--- src/rtl/demux12_stream_pkg.sv ---
// Shared constants for the 1-to-2 stream demultiplexer: default widths and
// the per-output FIFO geometry.
package demux12_stream_pkg;

    localparam int DEF_SIZE   = 8;
    localparam int DEF_CNTW   = 8;
    localparam int FIFO_DEPTH = 2;
    localparam int PTR_W      = $clog2(FIFO_DEPTH);
    localparam int OCC_W      = $clog2(FIFO_DEPTH + 1);

endpackage

--- src/rtl/demux12_stream_if.sv ---
// Producer-side stream, two consumer-side streams and the transfer counters.
// Handshake: a word moves on a rising edge exactly when valid & ready are both
// high; valid never waits on ready, and data is held while valid is unanswered.
interface demux12_stream_if #(
    parameter int Size = 8,
    parameter int CntW = 8
);
    logic            in_valid;
    logic            in_ready;
    logic            s;
    logic [Size-1:0] d;
    logic            y0_valid;
    logic            y0_ready;
    logic [Size-1:0] y0;
    logic            y1_valid;
    logic            y1_ready;
    logic [Size-1:0] y1;
    logic [CntW-1:0] cnt0;
    logic [CntW-1:0] cnt1;

    modport slave (
        input  in_valid, s, d, y0_ready, y1_ready,
        output in_ready, y0_valid, y0, y1_valid, y1, cnt0, cnt1
    );

    modport master (
        output in_valid, s, d, y0_ready, y1_ready,
        input  in_ready, y0_valid, y0, y1_valid, y1, cnt0, cnt1
    );
endinterface

--- src/rtl/demux12_stream_fifo2.sv ---
// Two-entry FIFO with registered full/valid flags; output reads 0 when empty.
module demux12_stream_fifo2
    import demux12_stream_pkg::*;
#(
    parameter int Size = DEF_SIZE
) (
    input  logic            clk,
    input  logic            rst,
    input  logic            push_i,
    input  logic [Size-1:0] din_i,
    input  logic            pop_i,
    output logic [Size-1:0] dout_o,
    output logic            valid_o,
    output logic            full_o
);
    logic [Size-1:0]  mem_q [FIFO_DEPTH];
    logic [PTR_W-1:0] rd_q, wr_q;
    logic [OCC_W-1:0] count_q, count_d;
    logic             do_push, do_pop;

    assign valid_o = (count_q != '0);
    assign full_o  = (count_q == OCC_W'(FIFO_DEPTH));
    assign dout_o  = valid_o ? mem_q[rd_q] : '0;

    // A full FIFO refuses pushes even when it pops in the same cycle.
    always_comb begin
        do_push = push_i & ~full_o;
        do_pop  = pop_i & valid_o;
        count_d = count_q;
        if (do_push && !do_pop) begin
            count_d = count_q + 1'b1;
        end else if (do_pop && !do_push) begin
            count_d = count_q - 1'b1;
        end
    end

    always_ff @(posedge clk or posedge rst) begin
        if (rst) begin
            for (int i = 0; i < FIFO_DEPTH; i++) begin
                mem_q[i] <= '0;
            end
            rd_q    <= '0;
            wr_q    <= '0;
            count_q <= '0;
        end else begin
            if (do_push) begin
                mem_q[wr_q] <= din_i;
                wr_q        <= wr_q + 1'b1;
            end
            if (do_pop) begin
                rd_q <= rd_q + 1'b1;
            end
            count_q <= count_d;
        end
    end
endmodule

--- src/rtl/demux12_stream.sv ---
// Registered 1-to-2 stream demux: each accepted word goes to the FIFO picked by
// s at the accepting edge; each output counts its completed transfers.
module demux12_stream
    import demux12_stream_pkg::*;
#(
    parameter int Size = DEF_SIZE,
    parameter int CntW = DEF_CNTW
) (
    input logic               clk,
    input logic               rst,
    demux12_stream_if.slave   bus
);
    logic            full0, full1;
    logic            accept, push0, push1, pop0, pop1;
    logic [CntW-1:0] cnt0_q, cnt0_d, cnt1_q, cnt1_d;

    // Ready looks only at the selected FIFO's registered full flag.
    assign bus.in_ready = ~rst & (bus.s ? ~full1 : ~full0);

    always_comb begin
        accept = bus.in_valid & bus.in_ready;
        push0  = accept & ~bus.s;
        push1  = accept & bus.s;
        pop0   = bus.y0_valid & bus.y0_ready;
        pop1   = bus.y1_valid & bus.y1_ready;
        cnt0_d = cnt0_q;
        cnt1_d = cnt1_q;
        if (pop0) cnt0_d = cnt0_q + 1'b1;
        if (pop1) cnt1_d = cnt1_q + 1'b1;
    end

    always_ff @(posedge clk or posedge rst) begin
        if (rst) begin
            cnt0_q <= '0;
            cnt1_q <= '0;
        end else begin
            cnt0_q <= cnt0_d;
            cnt1_q <= cnt1_d;
        end
    end

    assign bus.cnt0 = cnt0_q;
    assign bus.cnt1 = cnt1_q;

    demux12_stream_fifo2 #(.Size(Size)) u_fifo0 (
        .clk     (clk),
        .rst     (rst),
        .push_i  (push0),
        .din_i   (bus.d),
        .pop_i   (pop0),
        .dout_o  (bus.y0),
        .valid_o (bus.y0_valid),
        .full_o  (full0)
    );

    demux12_stream_fifo2 #(.Size(Size)) u_fifo1 (
        .clk     (clk),
        .rst     (rst),
        .push_i  (push1),
        .din_i   (bus.d),
        .pop_i   (pop1),
        .dout_o  (bus.y1),
        .valid_o (bus.y1_valid),
        .full_o  (full1)
    );
endmodule

--- src/flat_wrapper.sv ---
// flat-port wrapper written by rule: the top's interface ports become plain ports
module demux12_stream_flat import demux12_stream_pkg::*;
#(
    parameter int Size = DEF_SIZE,
    parameter int CntW = DEF_CNTW
)
  (clk, rst, bus_in_valid, bus_s, bus_d, bus_y0_ready, bus_y1_ready, bus_in_ready, bus_y0_valid, bus_y0, bus_y1_valid, bus_y1, bus_cnt0, bus_cnt1);
  demux12_stream_if #(.Size(Size), .CntW(CntW)) bus_i ();
  input logic clk;
  input logic rst;
  input wire logic [$bits(bus_i.in_valid)-1:0] bus_in_valid;
  input wire logic [$bits(bus_i.s)-1:0] bus_s;
  input wire logic [$bits(bus_i.d)-1:0] bus_d;
  input wire logic [$bits(bus_i.y0_ready)-1:0] bus_y0_ready;
  input wire logic [$bits(bus_i.y1_ready)-1:0] bus_y1_ready;
  output wire logic [$bits(bus_i.in_ready)-1:0] bus_in_ready;
  output wire logic [$bits(bus_i.y0_valid)-1:0] bus_y0_valid;
  output wire logic [$bits(bus_i.y0)-1:0] bus_y0;
  output wire logic [$bits(bus_i.y1_valid)-1:0] bus_y1_valid;
  output wire logic [$bits(bus_i.y1)-1:0] bus_y1;
  output wire logic [$bits(bus_i.cnt0)-1:0] bus_cnt0;
  output wire logic [$bits(bus_i.cnt1)-1:0] bus_cnt1;
  assign bus_i.in_valid = bus_in_valid;
  assign bus_i.s = bus_s;
  assign bus_i.d = bus_d;
  assign bus_i.y0_ready = bus_y0_ready;
  assign bus_i.y1_ready = bus_y1_ready;
  assign bus_in_ready = bus_i.in_ready;
  assign bus_y0_valid = bus_i.y0_valid;
  assign bus_y0 = bus_i.y0;
  assign bus_y1_valid = bus_i.y1_valid;
  assign bus_y1 = bus_i.y1;
  assign bus_cnt0 = bus_i.cnt0;
  assign bus_cnt1 = bus_i.cnt1;
  demux12_stream #(.Size(Size), .CntW(CntW)) u_core (.clk(clk), .rst(rst), .bus(bus_i));
endmodule
--- config.mk ---
export PLATFORM = sky130hd
export DESIGN_NAME = demux12_stream_flat
export DESIGN_NICKNAME = d
export VERILOG_FILES = /design/src/rtl/demux12_stream_pkg.sv /design/src/rtl/demux12_stream_if.sv /design/src/rtl/demux12_stream_fifo2.sv /design/src/rtl/demux12_stream.sv /design/src/flat_wrapper.sv
export SDC_FILE = /design/constraint.sdc
export NUM_CORES = 1
export LEC_CHECK = 0
export CAP_MARGIN = 10
export CORE_ASPECT_RATIO = 1.1
export CORE_UTILIZATION = 29
export DETAILED_ROUTE_END_ITERATION = 10
export PLACE_DENSITY_LB_ADDON = 0.12
export SYNTH_ARGS = -nofsm -noshare
export SYNTH_HDL_FRONTEND = slang
export SYNTH_HIERARCHICAL = 1
export SYNTH_SLANG_ARGS = --single-unit
--- constraint.sdc ---
create_clock -name clk -period 4.6 [get_ports clk]
set_clock_uncertainty 0.05 [all_clocks]
set_input_delay 1.38 -clock clk [delete_from_list [all_inputs] [get_ports clk]]
set_output_delay 1.38 -clock clk [all_outputs]
set_load 0.05 [all_outputs]
After elaboration in Yosys (flattened, before gate mapping)
Index checks and enable logic that the tools add are counted.
{"block": "word_totals", "out_inout_bits": 35, "register_bits": 56, "input_bits": 14}
{"block": "op_classes", "magnitude_cmp": 6, "reduce_logical": 14, "eq_ne": 2, "bitwise_logic": 18, "add_sub_neg": 10, "muxes": 19}
{"op": "8-bit 2-to-1 mux", "n": 10}
{"op": "16-bit bitwise mux", "n": 2}
{"op": "8-bit by 1-bit adder with 8-bit output (second input constant)", "n": 2}
{"op": "8-bit demux with 1-bit select", "n": 2}
{"op": "1-bit AND", "n": 10}
{"op": "2-bit greater-or-equal comparator (second input constant)", "n": 4}
{"op": "2-bit 2-to-1 mux", "n": 4}
{"op": "1-bit NOT with 2-bit output", "n": 4}
{"op": "2-bit nonzero test", "n": 4}
{"op": "1-bit logical AND", "n": 6}
{"op": "1-bit adder (second input constant)", "n": 4}
{"op": "2-bit by 1-bit adder with 2-bit output (second input constant)", "n": 2}
{"op": "2-bit equality test (second input constant)", "n": 2}
{"op": "1-bit logical NOT", "n": 4}
{"op": "2-bit by 1-bit less-than comparator with 1-bit output (second input constant)", "n": 2}
{"op": "1-bit NOT", "n": 4}
{"op": "2-bit by 1-bit subtractor with 2-bit output (second input constant)", "n": 2}
{"op": "1-bit 2-to-1 mux", "n": 1}

Logic depth before layout (Yosys ltp)
{"block": "logic_depth", "word_depth": 11, "mapped_depth": 10, "mapped_depth_nobuf": 10}

Cells and area by module
Netlist, hierarchy kept.
{"module": "demux12_stream_fifo2", "seq_area_each_um2": 500.5, "cells_each": 70, "area_each_um2": 918.4, "n_inst": 2}
{"module": "demux12_stream", "seq_area_each_um2": 400.4, "cells_each": 67, "area_each_um2": 770.7, "n_inst": 1}

Worst setup path before layout
OpenSTA, ideal clock, no wires.
{"block": "synth_timing", "path_kind": "input to output", "startpoint": "input port bus_s", "endpoint": "output port bus_in_ready", "slack_ps": 1047, "stages": 1, "arrival_ps": 2123, "path_buffers": 0, "required_ps": 3170, "cell_sequence": "a211oi_2"}
{"block": "synth_between", "elab_chain_len": 2}
{"item": "start, declared", "line_no": "flat_wrapper.sv:12", "rtl": "input wire logic [$bits(bus_i.s)-1:0] bus_s;"}
{"item": "1-bit 2-to-1 mux", "line_no": "demux12_stream.sv:18", "rtl": "assign bus.in_ready = ~rst & (bus.s ? ~full1 : ~full0);"}
{"item": "1-bit AND", "line_no": "demux12_stream.sv:18"}
{"item": "end, declared", "line_no": "flat_wrapper.sv:16", "rtl": "output wire logic [$bits(bus_i.in_ready)-1:0] bus_in_ready;"}
Every way passes these cells.

Worst setup path after layout
Ends and elaborated chain as after synthesis.

==> results.txt <==
----------------------------------------------------
[Clock network]
  CTS clock-pin slew for the worst setup and hold paths ... 90 ps
  Clock buffer depth ... 2
  Clock insertion delay at the later pin of the skew report ... approximately 310 ps
  Number of buffers added to fix hold violations after cts ... 0
  Postcts setup bufs ... 0
  Resized cells post-CTS ... 0
  Num CTS Buffers ... 5
  CTS root buffer ... sky130_fd_sc_hd__clkbuf_8
  CTS tree ... done
  CTS Sinks ... 56
  H-Tree Depth ... 2

[Die]
  Area enclosed by the die boundary ... roughly 9400 um2
  # rows ... 35
  Vertical die dimension ... slightly above 100 um
  Initial core utilization ... around 30%
  Number of primary I/O pins ... just under 50
  Horizontal die dimension ... 92.4 um
  Total core area ... around 8500 um2

[Placed design]
  Cell Count Post-Placement ... between 300 and 400
  I/O Buffers ... 48
  Routability congestion estimate ... between 0.7 and 0.8
  Dpl hpwl ... approximately 3.7 mm

[Yosys]
  Top post-synthesis cells by area ... sky130_fd_sc_hd__dfrtp_1, sky130_fd_sc_hd__mux2_2, sky130_fd_sc_hd__mux2i_1
  Sequential fraction of the synthesis area ... a little over half
  Number of enable-type register cells in the synthesized netlist ... 0
  Most common library cells after synthesis ... sky130_fd_sc_hd__dfrtp_1, sky130_fd_sc_hd__mux2_2, sky130_fd_sc_hd__nor2_1, sky130_fd_sc_hd__mux2i_1, sky130_fd_sc_hd__xor2_1
  Most frequent cell after synthesis ... sky130_fd_sc_hd__dfrtp_1
  Yosys reg bits ... 56
  Leading area contributor after synthesis ... sky130_fd_sc_hd__dfrtp_1
  Area share of the largest cell type after synthesis ... 53.7%
  Mean instance size in the synthesized netlist ... about 13 um2
  Synthesized net count ... ~230
  Prevailing post-synth register cell ... sky130_fd_sc_hd__dfrtp_1
  Synth async-reset ratio ... 100%
  Number of unique standard cell types used by synthesis ... 23
  Mapped Area ... 2610 um2
  Number of cells produced by synthesis ... 207
  Ys Warns ... 6

[Setup path]
  Capture instance of the worst register-to-register path ... u_core/u_fifo1/count_q[1]
  Largest stage delay on the critical path ... 530 ps
  Critical path endpoint category ... primary output
  Cells traversed along the worst timing path ... clkdlybuf4s50_1 > nor2b_1 > a211oi_2 > buf_4
  Slowest-stage cell, CP ... sky130_fd_sc_hd__clkdlybuf4s50_1
  Total buffers and inverters traversed by the critical path ... 2
  Cell family with the largest share of critical-path delay ... buffers and inverters
  Logic depth of the worst setup path including buffers ... 4
  Reg2Reg Launch Point ... u_core/u_fifo1/count_q[0]
  Data arrival time at the worst-slack endpoint ... around 2400 ps
  Highest net fanout along the worst path ... 4
  Launching element type of the critical path ... input port
  Critical path endpoint ... bus_in_ready
  WP data required ... approximately 3200 ps
  Number of cells traversed by the worst register-to-register path ... 9
  Startpoint of the worst setup timing path ... bus_s
  Crit path kind ... in -> out
  FF-to-FF setup slack ... around 2300 ps

[STA]
  Setup repair after global routing missed its margin ... false
  Final setup violation count ... 0
  Fin. Hold Viols ... 0
  Max-slew violation count ... 0
  Worst Tran Pin Value ... 799 ps
  Highest clock rate ... 262 MHz
  Min cycle time layout ... approximately 3800 ps
  Final Cycle Share ... approximately 83%
  Headroom to the max-slew limit ... a little under half
  TNS Setup ... 0 ps

[Global routing]
  Gr ovfl total ... 0
  Vias in the first global route ... roughly 1,600
  Total routing resource utilization after global routing ... between 10% and 20%
  Antenna violations before repair ... 0
  Global-route wire length before repair ... about 8.5 mm
  Largest net degree at the start of global routing ... 21

[Final layout]
  Layout net count ... 276
  Multi-input combinational cell area ... about 1200 um2
  Fill cell total of the finished layout ... 852
  Non-filler cells, final ... 369
  Share of post-route cells with drive strength above 1 ... about a fifth
  Reg area ... between 1000 and 1500 um2
  Antenna cell count ... 0
  P&R area growth vs syn ... 25.9%

[Drt]
  Number of iterations in the first detailed-routing pass ... 4
  Average wire per standard cell ... 14.2 um
  Total number of vias ... about 1,600
  Total detailed-routing wirelength ... 5.26 mm
  Number of DRC markers after the initial detailed-route iteration ... between 50 and 60
  Residual DRC ... 0
  Number of antenna-violating nets in the routed design ... 0
  Via/cell ratio ... between 4 and 5

[Job]
  Max_cap viols ... 0

[Status]
  Result of the run ... finished clean

[Hold path]
  Class of the tightest hold or removal check ... reg -> reg

----------------------------------------------------
[final cells by class]
type | count | area share (%)
clock buffers | 6 | 2.21
well taps | 111 | 4.23
repair buffers | 48 | 14.6
clock inverters | 1 | 0.152
inverters | 9 | 1.03
flip-flops and latches | 56 | 42.7
multi-input cells | 138 | 35.1
[placed cells by master, fill, tap and decap left out, drive strengths merged, types with 3 or more instances in the layout]
cell type / count
ha: 4
xnor2: 8
clkbuf: 6
nand2: 10
mux2i: 16
and3: 3
nor3: 4
dfrtp: 56
xor2: 16
nand3: 4
mux2: 34
nor2: 26
clkdlybuf4s50: 47
inv: 9
[through the flow]
stage                     util (%)  instance area, um2  hold WS, ps  setup slack, ps
after floorplan                  -                2610          430             1050
after global placement        37.5                3200          406              810
after detailed placement      37.5                3200          412              782
after CTS                     38.4                3280          428              778
after global routing          38.4                3280          448              664
final                         38.4                3280          419              790
[cell families (layout without fill, tap and decap cells)]
kind of cell,count (synthesis),after routing,synth area share [%]
AND/OR/NAND/NOR,57,57,12.5
flip-flops,56,56,53.7
multiplexers,50,50,20.8
XOR/XNOR,24,24,8.06
buffers and inverters,13,64,2.06
adder cells (fa/ha/maj),4,4,1.92
AO/OA/AOI/OAI,3,3,0.864
[flip-flops by register name, summed over array words and instances, names as in the netlist]
register,cells
u_core/u_fifo0/wr_q,1
u_core/u_fifo0/count_q,2
u_core/u_fifo0/rd_q,1
u_core/bus.cnt1,8
u_core/u_fifo1/rd_q,1
u_core/u_fifo0/mem_q,16
u_core/u_fifo1/mem_q,16
u_core/u_fifo1/wr_q,1
u_core/u_fifo1/count_q,2
u_core/bus.cnt0,8
[routing by layer]
layer | global-route usage, % | wire (um) | vias to the layer above
met3 | 2.78 | 285 | 6
met4 | 4.33 | 75 | 0
met2 | 18.8 | 2380 | 45
li1 | - | - | 793
met1 | 16.5 | 2510 | 790
met5 | 0 | 0 | -
[worst register-to-register path: stages (launching register included)]
cell and delay (ps):
sky130_fd_sc_hd__dfrtp_1 440, sky130_fd_sc_hd__nor2_1 580, sky130_fd_sc_hd__inv_1 210, sky130_fd_sc_hd__nand2_1 190, sky130_fd_sc_hd__inv_1 60, sky130_fd_sc_hd__o21ai_0 150, sky130_fd_sc_hd__ha_1 230, sky130_fd_sc_hd__xor2_1 150
sky130_fd_sc_hd__nor2_1 60, sky130_fd_sc_hd__xor2_1 140
[worst min-delay path by stage]
stage | from | to | cells past startpoint
2_1_floorplan | u_core/u_fifo0/count_q[1] | u_core/u_fifo0/count_q[1] | 1
3_3_place_gp | u_core/bus.cnt1[7] | u_core/bus.cnt1[7] | 1
3_5_place_dp | u_core/bus.cnt0[7] | u_core/bus.cnt0[7] | 1
4_1_cts | u_core/bus.cnt0[7] | u_core/bus.cnt0[7] | 1
5_1_grt | u_core/bus.cnt1[7] | u_core/bus.cnt1[7] | 1
6_report | u_core/bus.cnt0[7] | u_core/bus.cnt0[7] | 1
Power is left out: the tool's default activity adds up to more than one toggle a clock period on the data nets, which glitch-free logic cannot reach.
